File: src/rtl/pipe_skid_reg.sv
// Pipeline stage register with valid/ready handshake, a 2-entry skid buffer,
// synchronous flush and a saturating back-pressure (stall) counter.
//
// state | meaning
// EMPTY | no entry held; out_valid low, main holds RESET_VAL
// ONE   | head entry in main; skid unused
// TWO   | head in main, next entry in skid; in_ready low
module pipe_skid_reg #(
  parameter int unsigned           WIDTH     = 32,
  parameter logic [WIDTH-1:0]      RESET_VAL = '0,
  parameter int unsigned           CNT_W     = 16
) (
  input  logic             CLK,
  input  logic             RST,
  input  logic             flush,
  input  logic             in_valid,
  output logic             in_ready,
  input  logic [WIDTH-1:0] in_data,
  output logic             out_valid,
  input  logic             out_ready,
  output logic [WIDTH-1:0] out_data,
  output logic [1:0]       occupancy,
  output logic [CNT_W-1:0] stall_cnt
);

  typedef enum logic [1:0] {
    EMPTY = 2'd0,
    ONE   = 2'd1,
    TWO   = 2'd2
  } state_t;

  state_t           state, state_nxt;
  logic [WIDTH-1:0] main_q, main_nxt;
  logic [WIDTH-1:0] skid_q, skid_nxt;
  logic [CNT_W-1:0] stall_q;
  logic             push, pop;

  // in_ready comes straight from the state register so no downstream path reaches upstream
  assign in_ready  = (state != TWO);
  assign out_valid = (state != EMPTY);
  assign out_data  = main_q;
  assign occupancy = state;
  assign stall_cnt = stall_q;

  assign push = in_valid & in_ready;
  assign pop  = out_valid & out_ready;

  always_ff @(posedge CLK) begin
    if (RST) begin
      state   <= EMPTY;
      main_q  <= RESET_VAL;
      skid_q  <= RESET_VAL;
      stall_q <= '0;
    end else begin
      state  <= state_nxt;
      main_q <= main_nxt;
      skid_q <= skid_nxt;
      if (!flush && out_valid && !out_ready && (stall_q != {CNT_W{1'b1}}))
        stall_q <= stall_q + 1'b1;
    end
  end

  always_comb begin
    state_nxt = state;
    main_nxt  = main_q;
    skid_nxt  = skid_q;
    if (flush) begin
      state_nxt = EMPTY;
      main_nxt  = RESET_VAL;
      skid_nxt  = RESET_VAL;
    end else begin
      unique case (state)
        EMPTY: begin
          if (push) begin
            main_nxt  = in_data;
            state_nxt = ONE;
          end
        end
        ONE: begin
          if (push && pop) begin
            main_nxt = in_data;
          end else if (push) begin
            skid_nxt  = in_data;
            state_nxt = TWO;
          end else if (pop) begin
            main_nxt  = RESET_VAL;
            state_nxt = EMPTY;
          end
        end
        TWO: begin
          if (pop) begin
            main_nxt  = skid_q;
            skid_nxt  = RESET_VAL;
            state_nxt = ONE;
          end
        end
        default: begin
          state_nxt = EMPTY;
          main_nxt  = RESET_VAL;
          skid_nxt  = RESET_VAL;
        end
      endcase
    end
  end

endmodule
File: config.mk
export PLATFORM = sky130hd
export DESIGN_NAME = pipe_skid_reg
export DESIGN_NICKNAME = d
export VERILOG_FILES = /design/src/rtl/pipe_skid_reg.sv
export SDC_FILE = /design/constraint.sdc
export NUM_CORES = 1
export LEC_CHECK = 0
export ABC_AREA = 1
export CAP_MARGIN = 25
export CORE_ASPECT_RATIO = 0.8
export CORE_MARGIN = 10
export CORE_UTILIZATION = 35
export CTS_CLUSTER_DIAMETER = 30
export DETAILED_ROUTE_END_ITERATION = 16
export RECOVER_POWER = 25
export REMOVE_ABC_BUFFERS = 1
export SLEW_MARGIN = 20
export SYNTH_ARGS = -nofsm -noshare
export SYNTH_HDL_FRONTEND = slang
export SYNTH_SLANG_ARGS = --single-unit
File: constraint.sdc
create_clock -name CLK -period 1.6 [get_ports CLK]
set_input_delay 0.32 -clock CLK [delete_from_list [all_inputs] [get_ports CLK]]
set_output_delay 0.32 -clock CLK [all_outputs]
set_load 0.05 [all_outputs]
==> impl_metrics.env <==
export IMPL_ir_drop_v=0.0006374
export IMPL_layout_drive_gt1_share_pct=19.05
export IMPL_seqCellArea_um2=1642
export IMPL_rows=33
export IMPL_coreArea_um2=10360
export IMPL_crit_required_ns=1.28
export IMPL_synth_top_area_cell="dfxtp_1"
export IMPL_tritoncts="done"
export IMPL_synth_ff_type="dfxtp_1"
export IMPL_drt_total_wl_um=11530
export IMPL_grt_use_met1_pct=19.48
export IMPL_critPathSlowestCell="dfxtp_1"
export IMPL_syn_mean_instance_area_um2=6.790
export IMPL_netlist_instances=555
export IMPL_num_fill_cells=994
export IMPL_grt_usage_pct=14.91
export IMPL_synth_common_cells="nand2_1, dfxtp_1, a21oi_1"
export IMPL_first_pass_iters=5
export IMPL_multi_input_area_um2=1858
export IMPL_path_max_fanout=11
export IMPL_cp_end_kind="primary output"
export IMPL_start_util_pct=36.36
export IMPL_ant_nets=0
export IMPL_overflow=0
export IMPL_yosysSeqAreaShare_pct=43.56
export IMPL_grt_max_degree=42
export IMPL_status="finished, final reports clean"
export IMPL_h_tree_depth=3
export IMPL_worstMarginPinSlew_ns=0.4377
export IMPL_setup_worst_path_class="reg2out"
export IMPL_synth_area_leaders="dfxtp_1, nand2_1, a21oi_1"
export IMPL_timing_fmax_ghz=0.6544
export IMPL_clockBufferDepth=2
export IMPL_first_iter_violations=379
export IMPL_maxCapViolCount=0
export IMPL_yosysMostFrequentCell="nand2_1"
export IMPL_slew_headroom_pct=70.82
export IMPL_yosysWarnings=0
export IMPL_min_path_type="reg2reg"
export IMPL_antenna_found_initial=0
export IMPL_diodes=0
export IMPL_io_pins=89
export IMPL_synth_edff_count=0
export IMPL_die_area_um2=15340
export IMPL_cts_root_buffer="clkbuf_16"
export IMPL_fin_cells=817
export IMPL_layout_min_cycle_time_ns=1.528
export IMPL_leakagePower_nw=2.249
export IMPL_postCtsSetupRepairBufs=0
export IMPL_num_vias=3938
export IMPL_fin_util_pct=52.94
export IMPL_slew_violations=0
export IMPL_hold_viol=0
export IMPL_routabilityCongestion=0.8395
export IMPL_cts_buffers=9
export IMPL_synthesis_area_um2=3769
export IMPL_final_setup_tns_ns=0
export IMPL_fp_dieW_um=136.0
export IMPL_setup_viol=0
export IMPL_cts_resized=3
export IMPL_use_met3_pct=5.747
export IMPL_reg2reg_depth=9
export IMPL_clk_latency_ns=0.33
export IMPL_path_cells="buf_4, nor2_4, inv_4, buf_6"
export IMPL_synth_cell_types=27
export IMPL_clk_pin_slew_ns=0.06
export IMPL_syn_to_final_growth_pct=45.58
export IMPL_nets=712
export IMPL_synth_top_cell_area_share_pct=43.56
export IMPL_critPathMaxStageDelay_ns=0.32
export IMPL_io_buffers=88
export IMPL_final_min_period_over_clock_period_pct=95.50
export IMPL_min_path_cells=2
export IMPL_hpwlAfterDp_um=8239
export IMPL_cp_start_kind="flip-flop"
export IMPL_grt_use_met2_pct=23.06
export IMPL_finClkSkew_ns=0.005389
export IMPL_worstPathArrival_ns=1.21
export IMPL_dieHeight_um=112.8
export IMPL_grt_busiest_layer="met2"
export IMPL_ys_ff_latch=82
export IMPL_placed_cells=803
export IMPL_p_per_area_nw_per_um2=900.9
export IMPL_grt_pass1_wl_um=18860
export IMPL_wire_per_inst_um=14.12
export IMPL_synthArstFlopShare_pct=0
export IMPL_drc=0
export IMPL_cts_sinks=82
export IMPL_first_global_vias=3733
export IMPL_viasPerCell=4.820
export IMPL_hold_buffers=0
metal layers:
metal / vias up / wire length (um)
li1: 2022 / -
met1: 1805 / 5317
met2: 107 / 5373
met3: 4 / 782
met4: 0 / 58
met5: - / 0
layout make-up:
type                            count  area share (%)
Multi-Input combinational cell    407           33.87
Sequential cell                    82           29.92
Timing Repair Buffer              136           24.77
Clock buffer                       11           4.424
Tap cell                          140           3.193
Inverter                           38           2.645
Clock inverter                      3           1.186
report_power, final:
| part | internal (W) | leakage (nW) | switching [W] |
|---|---|---|---|
| clock network | 0.00139 | 0.151 | 0.000784 |
| registers | 0.00209 | 0.664 | 0.0000226 |
| logic | 0.000250 | 1.43 | 0.000412 |
| total | 0.00372 | 2.25 | 0.00122 |
state kept, by name, summed over array words and instances, names as in the netlist:
signal / flops
stall_cnt: 16
skid_q: 32
out_data: 32
occupancy: 2
cell usage in the layout, fill, tap and decap left out:
cell	instances
buf_4	39
bufinv_16	2
a2111oi_0	1
a211oi_1	5
o21ai_4	1
clkbuf_2	31
clkinv_1	2
xor2_1	3
dfxtp_1	82
inv_4	1
nor2_1	29
a21oi_1	78
nand2_2	2
nand2_1	206
clkbuf_8	1
nand3_1	42
clkbuf_16	9
inv_2	3
nand2_4	1
a21oi_2	1
ha_1	1
xnor2_1	3
o22ai_2	1
buf_12	26
nand4_1	6
nor3_1	2
clkinv_2	1
nand3b_2	1
nor2_2	4
clkbuf_1	3
nor2_4	3
inv_1	32
buf_6	2
clkdlybuf4s50_1	36
o21ai_0	17
critical path, delay by kind of cell, from the launching register on:
| family | cells | cell delay (ns) |
|---|---|---|
| buffers and inverters | 3 | 0.41 |
| DFF | 1 | 0.32 |
| and+or+nand+nor | 1 | 0.15 |
stage by stage:
step | setup WS, ns | hold WS [ns] | total power (W) | cell area [um2]
3_5_place_dp | -0.1775 | 0.4392 | 0.002830 | 5234
4_1_cts | 0.005097 | 0.4487 | 0.005017 | 5548
3_3_place_gp | -0.1463 | 0.4321 | 0.002824 | 5234
2_1_floorplan | -0.9250 | 0.3891 | 0.002491 | 3605
5_1_grt | -0.008533 | 0.4796 | 0.005140 | 5487
6_report | 0.07199 | 0.4494 | 0.004943 | 5487
kinds of logic after synthesis:
| logic type | count (synthesis) | share of synthesized area [%] |
|---|---|---|
| buffers and inverters | 66 | 8.134 |
| XOR/XNOR | 6 | 1.395 |
| AND/OR/NAND/NOR | 296 | 32.14 |
| AO/OA/AOI/OAI | 104 | 14.44 |
| adder cells (fa/ha/maj) | 1 | 0.3320 |
| flip-flops | 82 | 43.56 |
final timing paths:
check / start / endpoint / slack, ns
max reg2reg: stall_cnt[1] / stall_cnt[1] / 0.08
min: skid_q[14] / skid_q[14] / 0.45
max: occupancy[0] / in_ready / 0.07
min reg2reg: skid_q[14] / skid_q[14] / 0.45
Note: power is estimated with default switching activity, not from simulation.
